--- config.mk ---
export PLATFORM = sky130hd
export DESIGN_NAME = sd_cmd_framer_flat
export DESIGN_NICKNAME = d
export VERILOG_FILES = /design/src/rtl/sd_cmd_pkg.sv /design/src/rtl/sd_cmd_framer_if.sv /design/src/rtl/sd_crc7_byte.sv /design/src/rtl/sd_cmd_framer.sv /design/src/flat_wrapper.sv
export SDC_FILE = /design/constraint.sdc
export NUM_CORES = 1
export LEC_CHECK = 0
export CAP_MARGIN = 30
export CORE_MARGIN = 2
export CORE_UTILIZATION = 38
export DETAILED_ROUTE_END_ITERATION = 12
export SETUP_SLACK_MARGIN = 0.5
export SYNTH_ARGS = -nofsm -noshare
export SYNTH_HDL_FRONTEND = slang
export SYNTH_SLANG_ARGS = --single-unit
--- constraint.sdc ---
create_clock -name clk -period 1.5 [get_ports clk]
set_input_delay 0.45 -clock clk [delete_from_list [all_inputs] [get_ports clk]]
set_output_delay 0.45 -clock clk [all_outputs]
set_load 0.005 [all_outputs]
--- src/rtl/sd_cmd_pkg.sv ---
// sd_cmd_pkg: shared types and constants for the SD-over-SPI command framer.
package sd_cmd_pkg;
  typedef enum logic [1:0] {IDLE, ARG, CRC, DONE} state_t;
  localparam logic [1:0] START_PAT = 2'b01;
  localparam logic [6:0] CRC7_POLY = 7'h09;
  localparam int ARG_BYTES_DEF = 4;
  function automatic int cmd_bytes(input int arg_bytes);
    return arg_bytes + 2;
  endfunction
  localparam int CMD_BYTES = cmd_bytes(ARG_BYTES_DEF);
endpackage

--- src/rtl/sd_cmd_framer_if.sv ---
// sd_cmd_framer_if: byte-in / command-out bundle between the SPI byte receiver side and the framer.
interface sd_cmd_framer_if #(parameter int ARG_BYTES = 4);
  logic                   cs;
  logic [7:0]             byte_in;
  logic                   byte_chg;
  logic                   cmd_valid;
  logic [5:0]             cmd_index;
  logic [8*ARG_BYTES-1:0] cmd_arg;
  logic                   cmd_crc_err;
  logic                   cmd_end_err;
  logic                   busy;
  modport master (output cs, byte_in, byte_chg,
                  input cmd_valid, cmd_index, cmd_arg, cmd_crc_err, cmd_end_err, busy);
  modport slave  (input cs, byte_in, byte_chg,
                  output cmd_valid, cmd_index, cmd_arg, cmd_crc_err, cmd_end_err, busy);
endinterface

--- src/rtl/sd_crc7_byte.sv ---
// sd_crc7_byte: one-byte CRC7 (x^7+x^3+1) update, MSB first; only built when SD_CRC_CHECK_EN is defined.
`ifdef SD_CRC_CHECK_EN
module sd_crc7_byte
  import sd_cmd_pkg::*;
(
  input  logic [6:0] crc_in,
  input  logic [7:0] data,
  output logic [6:0] crc_out
);
  always_comb begin
    crc_out = crc_in;
    for (int i = 7; i >= 0; i--)
      crc_out = {crc_out[5:0], 1'b0} ^ ((crc_out[6] ^ data[i]) ? CRC7_POLY : 7'h0);
  end
endmodule
`endif

--- src/rtl/sd_cmd_framer.sv ---
// sd_cmd_framer: assembles start+argument+CRC byte frames into a one-cycle command pulse.
// Optional CRC7 check of the frame is enabled by defining SD_CRC_CHECK_EN.
module sd_cmd_framer
  import sd_cmd_pkg::*;
#(
  parameter int         ARG_BYTES = 4,
  parameter logic [7:0] FILL_BYTE = 8'hFF
) (
  input logic            clk,
  input logic            rst_n,
  sd_cmd_framer_if.slave bus
);
  localparam int AW = 8 * ARG_BYTES;
  localparam int CW = $clog2(ARG_BYTES + 1);
  state_t          state_q, state_d;
  logic            chg_q;
  logic [CW-1:0]   cnt_q, cnt_d;
  logic [5:0]      idx_q, idx_d, cmd_index_q, cmd_index_d;
  logic [AW-1:0]   sh_q, sh_d, cmd_arg_q, cmd_arg_d;
  logic            valid_q, valid_d, crc_err_q, crc_err_d, end_err_q, end_err_d;
  logic            stb, start, last, crc_err;
  assign stb   = bus.byte_chg & ~chg_q;
  assign start = stb && state_q == IDLE && bus.byte_in != FILL_BYTE && bus.byte_in[7:6] == START_PAT;
  assign last  = cnt_q == CW'(ARG_BYTES - 1);
`ifdef SD_CRC_CHECK_EN
  logic [6:0] crc_q, crc_d, crc_nx;
  logic       take;
  // A start byte seeds the CRC from zero, so no separate clear is needed between frames.
  sd_crc7_byte u_crc (
    .crc_in (state_q == IDLE ? 7'h0 : crc_q),
    .data   (bus.byte_in),
    .crc_out(crc_nx)
  );
  assign take    = ~bus.cs & (start | (stb & state_q == ARG));
  assign crc_d   = take ? crc_nx : crc_q;
  assign crc_err = crc_q != bus.byte_in[7:1];
`else
  assign crc_err = 1'b0;
`endif
  always_comb begin
    state_d     = state_q;
    cnt_d       = cnt_q;
    idx_d       = idx_q;
    sh_d        = sh_q;
    cmd_index_d = cmd_index_q;
    cmd_arg_d   = cmd_arg_q;
    crc_err_d   = crc_err_q;
    end_err_d   = end_err_q;
    valid_d     = 1'b0;
    if (bus.cs) begin
      state_d = IDLE;
      cnt_d   = '0;
    end else begin
      case (state_q)
        IDLE: if (start) begin
          state_d = ARG;
          idx_d   = bus.byte_in[5:0];
        end
        ARG: if (stb) begin
          sh_d    = (sh_q << 8) | AW'(bus.byte_in);
          cnt_d   = last ? '0 : cnt_q + 1'b1;
          state_d = last ? CRC : ARG;
        end
        CRC: if (stb) begin
          state_d     = DONE;
          valid_d     = 1'b1;
          cmd_index_d = idx_q;
          cmd_arg_d   = sh_q;
          crc_err_d   = crc_err;
          end_err_d   = ~bus.byte_in[0];
        end
        default: state_d = IDLE;
      endcase
    end
  end
  always_ff @(posedge clk or negedge rst_n) begin
    if (!rst_n) begin
      state_q     <= IDLE;
      chg_q       <= 1'b0;
      cnt_q       <= '0;
      idx_q       <= '0;
      sh_q        <= '0;
      cmd_index_q <= '0;
      cmd_arg_q   <= '0;
      valid_q     <= 1'b0;
      crc_err_q   <= 1'b0;
      end_err_q   <= 1'b0;
`ifdef SD_CRC_CHECK_EN
      crc_q       <= '0;
`endif
    end else begin
      state_q     <= state_d;
      chg_q       <= bus.byte_chg;
      cnt_q       <= cnt_d;
      idx_q       <= idx_d;
      sh_q        <= sh_d;
      cmd_index_q <= cmd_index_d;
      cmd_arg_q   <= cmd_arg_d;
      valid_q     <= valid_d;
      crc_err_q   <= crc_err_d;
      end_err_q   <= end_err_d;
`ifdef SD_CRC_CHECK_EN
      crc_q       <= crc_d;
`endif
    end
  end
  assign bus.cmd_valid   = valid_q;
  assign bus.cmd_index   = cmd_index_q;
  assign bus.cmd_arg     = cmd_arg_q;
  assign bus.cmd_crc_err = crc_err_q;
  assign bus.cmd_end_err = end_err_q;
  assign bus.busy        = state_q != IDLE;
endmodule

--- src/flat_wrapper.sv ---
// flat-port wrapper written by rule: the top's interface ports become plain ports
module sd_cmd_framer_flat import sd_cmd_pkg::*;
#(
  parameter int         ARG_BYTES = 4,
  parameter logic [7:0] FILL_BYTE = 8'hFF
)
  (clk, rst_n, bus_cs, bus_byte_in, bus_byte_chg, bus_cmd_valid, bus_cmd_index, bus_cmd_arg, bus_cmd_crc_err, bus_cmd_end_err, bus_busy);
  sd_cmd_framer_if #(.ARG_BYTES(ARG_BYTES)) bus_i ();
  input logic clk;
  input logic rst_n;
  input wire logic [$bits(bus_i.cs)-1:0] bus_cs;
  input wire logic [$bits(bus_i.byte_in)-1:0] bus_byte_in;
  input wire logic [$bits(bus_i.byte_chg)-1:0] bus_byte_chg;
  output wire logic [$bits(bus_i.cmd_valid)-1:0] bus_cmd_valid;
  output wire logic [$bits(bus_i.cmd_index)-1:0] bus_cmd_index;
  output wire logic [$bits(bus_i.cmd_arg)-1:0] bus_cmd_arg;
  output wire logic [$bits(bus_i.cmd_crc_err)-1:0] bus_cmd_crc_err;
  output wire logic [$bits(bus_i.cmd_end_err)-1:0] bus_cmd_end_err;
  output wire logic [$bits(bus_i.busy)-1:0] bus_busy;
  assign bus_i.cs = bus_cs;
  assign bus_i.byte_in = bus_byte_in;
  assign bus_i.byte_chg = bus_byte_chg;
  assign bus_cmd_valid = bus_i.cmd_valid;
  assign bus_cmd_index = bus_i.cmd_index;
  assign bus_cmd_arg = bus_i.cmd_arg;
  assign bus_cmd_crc_err = bus_i.cmd_crc_err;
  assign bus_cmd_end_err = bus_i.cmd_end_err;
  assign bus_busy = bus_i.busy;
  sd_cmd_framer #(.ARG_BYTES(ARG_BYTES), .FILL_BYTE(FILL_BYTE)) u_core (.clk(clk), .rst_n(rst_n), .bus(bus_i));
endmodule
# Word-level counts from Yosys, hierarchy flattened
# Cells that the tools add are included.
[classes] n_addsub=1 n_mul=0 div_mod_pow=0 magnitude_cmp=0 n_eq_ne=8 n_shift=0 muxes=13 n_bitwise=5 reduce_logical=12
[op_table] operator="32-bit by 8-bit bitwise OR with 32-bit output" count=1
[op_table] operator="3-bit two-way mux" count=4
[op_table] operator="3-bit AND reduction" count=4
[op_table] operator="2-bit two-way mux" count=5
[op_table] operator="3-bit by 2-bit != test with 1-bit output (second input constant)" count=3
[op_table] operator="8-bit != test (second input constant)" count=1
[op_table] operator="2-bit one-hot mux with 3 select lines" count=1
[op_table] operator="2-bit nonzero test" count=3
[op_table] operator="2-bit by 1-bit == test with 1-bit output (second input constant)" count=2
[op_table] operator="3-bit by 1-bit adder with 3-bit output (second input constant)" count=1
[op_table] operator="3-bit by 2-bit == test with 1-bit output (second input constant)" count=1
[op_table] operator="1-bit logical AND" count=3
[op_table] operator="1-bit two-way mux" count=3
[op_table] operator="1-bit inverter" count=3
[op_table] operator="2-bit == test (second input constant)" count=1
[op_table] operator="2-bit zero test" count=1
[op_table] operator="2-bit AND reduction" count=1
[op_table] operator="1-bit AND" count=1
[word_totals] reg_bits=84 latch_bits=0 mem_bits_rw=0 mem_bits_ro=0 inputBits=12 output_inout_bits=42 word_cells=48 mem_count=0

# Longest topological paths before layout
[logic_depth] ltp_word=8 depth_mapped=4 depth_no_buf=4

# Worst setup path before layout
# OpenSTA, ideal clock, no wires.
[synth_timing] path_type="reg2reg" from="register u_core.state_q[0]" to="register u_core.idx_q[0]" arrival_time_ns=1.304 slack_ns=0.071 stages_incl_launch_ff=4 path_buffers=0 period_less_slack_ns=1.429 cell_sequence="dfrtp_1 -> or2_2 -> nand3b_1 -> mux2_2"
[synth_via] elab_chain_len=5
[synth_lines] item="start: declaration" line_no="sd_cmd_framer.sv:15" source="state_t state_q, state_d;"
[synth_lines] item="start signal: assignment" line_no="sd_cmd_framer.sv:92" source="state_q <= state_d;"
[synth_lines] item="2-bit zero test (*)" line_no="sd_cmd_framer.sv:23, sd_cmd_framer.sv:54"
[synth_lines] item="1-bit logical AND (3 in series)" line_no="sd_cmd_framer.sv:23" source="assign start = stb && state_q == IDLE && bus.byte_in != FILL_BYTE && bus.byte_in[7:6] == START_PAT;"
[synth_lines] item="3-bit AND reduction (no source line) (*)"
[synth_lines] item="end signal: assignment" line_no="sd_cmd_framer.sv:95" source="idx_q <= idx_d;"
[synth_lines] item="end: declaration" line_no="sd_cmd_framer.sv:18" source="logic [5:0] idx_q, idx_d, cmd_index_q, cmd_index_d;"
# Mark *: on every way between the ends. The rest lies on a longest branch, timed or not.
# A chain may end at the register's enable or synchronous reset.

# Final worst setup path
[layout_timing] from="register u_core.chg_q" to="register u_core.cmd_index_q[2], in the netlist u_core.bus.cmd_index[2]"
[layout_via] elab_chain_len=3
[layout_lines] item="start: declaration" line_no="sd_cmd_framer.sv:16" source="logic chg_q;"
[layout_lines] item="start signal: assignment" line_no="sd_cmd_framer.sv:93" source="chg_q <= bus.byte_chg;"
[layout_lines] item="1-bit inverter" line_no="sd_cmd_framer.sv:22" source="assign stb = bus.byte_chg & ~chg_q;"
[layout_lines] item="1-bit AND" line_no="sd_cmd_framer.sv:22"
[layout_lines] item="3-bit AND reduction (no source line)"
[layout_lines] item="end signal: assignment" line_no="sd_cmd_framer.sv:97" source="cmd_index_q <= cmd_index_d;"
[layout_lines] item="end: declaration" line_no="sd_cmd_framer.sv:18"
# Every way passes these cells.

==> results.txt <==
Cell area after layout: 4420 sq um
Fmax achieved: 632 MHz
Initial antenna violation count: 0
DR top layer: met4
Core area: 8220 sq um
Startpoint types: register
Initial Util: 0.392
Antenna cells: 0
Hold Crit Class: primary input to asynchronous set/reset pin
Worst Hold Slack: -0.00816 ns
Worst vdd ir: 0.000446 V
Synth warnings: 0
Full die area: 9230 sq um
Std-Cell Rows: 33
DR vias/cell: 4.84
Drt pass-1 iters: 4
Worst path required time: 1.74 ns
Max FO, Critical Path: 7
# clock sinks: 84
Final setup fails: 68
CTS Root Cell: clkbuf_8
Max-cap viol count: 0
Antenna Nets Post-Route: 0
Port Buffers: 52
WS Path Type: register to register
HPWL Detailed: 3.72 mm
Cts bufs inserted: 9
Crit path DAT: 1.82 ns
Core Util, Final: 0.538
Number of synthesized register bits: 84
Nets: 300
Pins Over Slew Limit: 0
Register area share after synthesis: 0.652
Total power: 4.50 mW
WL final: 6.48 mm
Die width: 96.1 um
Syn_nets: 212
H-Tree Depth: 3
CTS tree: built
RSZ-0062 raised after global routing: true
Clock Latency Late Sink: 0.35 ns
Syn avg cell area: 16.2 sq um
Clock Skews: 0.00874 ns
P_leak: 2.40 nW
Met1 wire length: 3.07 mm
Fillers: 710
CP bufs+invs: 2
Vias: 1915
Tcrit/Tclk final: 1.05
Initial drt markers: 68
Worst path cell trace: nor3b_4 -> buf_6 -> nand2_8 -> clkbuf_16 -> mux2_2
Status: complete, but fails checks
Fin. Hold Viols: 13
Layout cell share with drive strength beyond 1: 0.619
Routed wire per std cell: 16.4 um
Die height: 96.1 um
Clk slew on worst S/H paths: 0.08 ns
Met3 WL post-DR: 244 um
First-pass GRT wire length: 9.93 mm
CTS max path bufs: 2
Routed wl met2: 3.03 mm
Gr ovfl total: 0
Post-DP Area: 3970 sq um
Fin worst setup slack: -0.0818 ns
Top delay family on crit path: flip-flops
CP max stage delay: 0.43 ns
DRC viols: 0
PwrDens: 1020 nW/um^2
Commonest cells after routing, fill and taps aside: 84 x dfrtp_1, 70 x mux2_2, 40 x buf_2
Area grow syn2layout: 37.1%
Slowest CP cell: dfrtp_1
Cell variety after synth: 24
CP endpoint kind: register
Violations in the final reports: negative hold slack, negative setup slack
# IOs: 54
Gr usage total: 0.148
GP Congestion: 0.742
Leading cell type in the layout, fill and taps excluded: dfrtp_1
Synth Cell Area: 3220 sq um
Largest net degree at the start of global routing: 37
Post-synthesis cell count: 199
Fin crit period: 1.58 ns
Number of global-route vias before repair: 1947
-- final timing paths --
check / start / end / slack [ns] / depth (start not counted)
hold / removal: rst_n / u_core.bus.cmd_arg[2] / -0.008 / 1
setup / recovery: u_core.chg_q / u_core.bus.cmd_index[2] / -0.08 / 5
hold reg to reg: u_core.sh_q[27] / u_core.bus.cmd_arg[27] / 0.50 / 1
max in group asynchronous: rst_n / u_core.sh_q[16] / 1.02 / 2
min in group clk: bus_byte_chg / u_core.chg_q / 0.48 / 2
setup reg to reg: u_core.chg_q / u_core.bus.cmd_index[2] / -0.08 / 5
-- area by class of cell --
| class | instances | area, sq um | area share |
|---|---|---|---|
| Sequential cell | 84 | 2100 | 0.476 |
| Clock buffer | 12 | 165 | 0.0374 |
| Timing Repair Buffer | 85 | 774 | 0.175 |
| Clock inverter | 3 | 68.8 | 0.0156 |
| Tap cell | 105 | 131 | 0.0297 |
| Inverter | 3 | 11.3 | 0.00255 |
| Multi-Input combinational cell | 104 | 1160 | 0.264 |
-- report_power, final --
part,switching [mW],total (mW),internal [mW]
sequential,0.0589,2.41,2.35
clock,0.784,1.85,1.07
combinational,0.101,0.242,0.141
total,0.944,4.50,3.56
-- synth_stat cells --
| cell | n | area share |
|---|---|---|
| buf_4 | 1 | 0.0023 |
| or2_2 | 1 | 0.0019 |
| inv_1 | 3 | 0.0035 |
| nor2b_1 | 3 | 0.0058 |
| dfrtp_1 | 84 | 0.65 |
| mux2i_1 | 1 | 0.0031 |
| nand2_1 | 3 | 0.0035 |
| nand4bb_1 | 1 | 0.0035 |
| o21ai_0 | 2 | 0.0031 |
| conb_1 | 1 | 0.0012 |
| nand3b_2 | 1 | 0.0035 |
| buf_2 | 4 | 0.0062 |
| mux2_2 | 76 | 0.27 |
| nor3b_4 | 1 | 0.0058 |
| a21oi_1 | 4 | 0.0062 |
| nand3_1 | 1 | 0.0016 |
| o311ai_0 | 1 | 0.0027 |
| nor2_1 | 2 | 0.0023 |
| nand2b_1 | 2 | 0.0039 |
| nor4bb_1 | 1 | 0.0031 |
| ha_1 | 1 | 0.0039 |
| nand3b_1 | 1 | 0.0023 |
| or3_1 | 1 | 0.0019 |
| buf_6 | 3 | 0.010 |
-- layer usage --
metal  GRT usage  vias up
met1       0.201      977
met3      0.0399       12
met4      0.0643        0
met5           0        -
met2       0.223       41
li1            -      885
-- through the flow --
step,cells,TNS (ns),hold slack (ns),setup slack [ns]
6_report,396,-3.65,-0.00816,-0.0818
5_1_grt,396,-5.03,-0.00845,-0.0951
4_1_cts,389,-1.35,-0.00711,-0.0701
3_5_place_dp,360,-34.28,0.376,-0.443
3_3_place_gp,360,-33.07,0.375,-0.419
2_1_floorplan,199,0,0.154,0.105
-- repair_timing --
action                                  CTS  global route
endpoints found under the setup margin  124           124
pin swaps                                 5             3
resized for setup                       193             8
cloned                                    4             3
setup buffers                            10             4
hold endpoints to repair                 16            16
-- cell families (layout without fill, tap and decap cells) --
kind of cell	Yosys count	in the layout	share of synthesized area
other	1	1	0.00116
multiplexers	77	77	0.269
buffers and inverters	11	103	0.0225
AO/OA/AOI/OAI	7	7	0.0120
adder cells (fa/ha/maj)	1	1	0.00388
AND/OR/NAND/NOR	18	18	0.0392
flip-flops	84	84	0.652
-- worst reg2reg max path, stage by stage (launching register included) --
cell,delay (ns)
dfrtp_1,0.43
nor3b_4,0.31
buf_6,0.17
nand2_8,0.11
clkbuf_16,0.20
mux2_2,0.26
-- registers in the layout, summed over array words and instances (netlist names) --
name and count:
u_core.bus.cmd_valid 1, u_core.bus.cmd_end_err 1, u_core.cnt_q 3, u_core.sh_q 32
u_core.state_q 2, u_core.bus.cmd_index 6, u_core.idx_q 6, u_core.bus.cmd_arg 32
u_core.chg_q 1
Note: power is estimated with default switching activity, not from simulation.
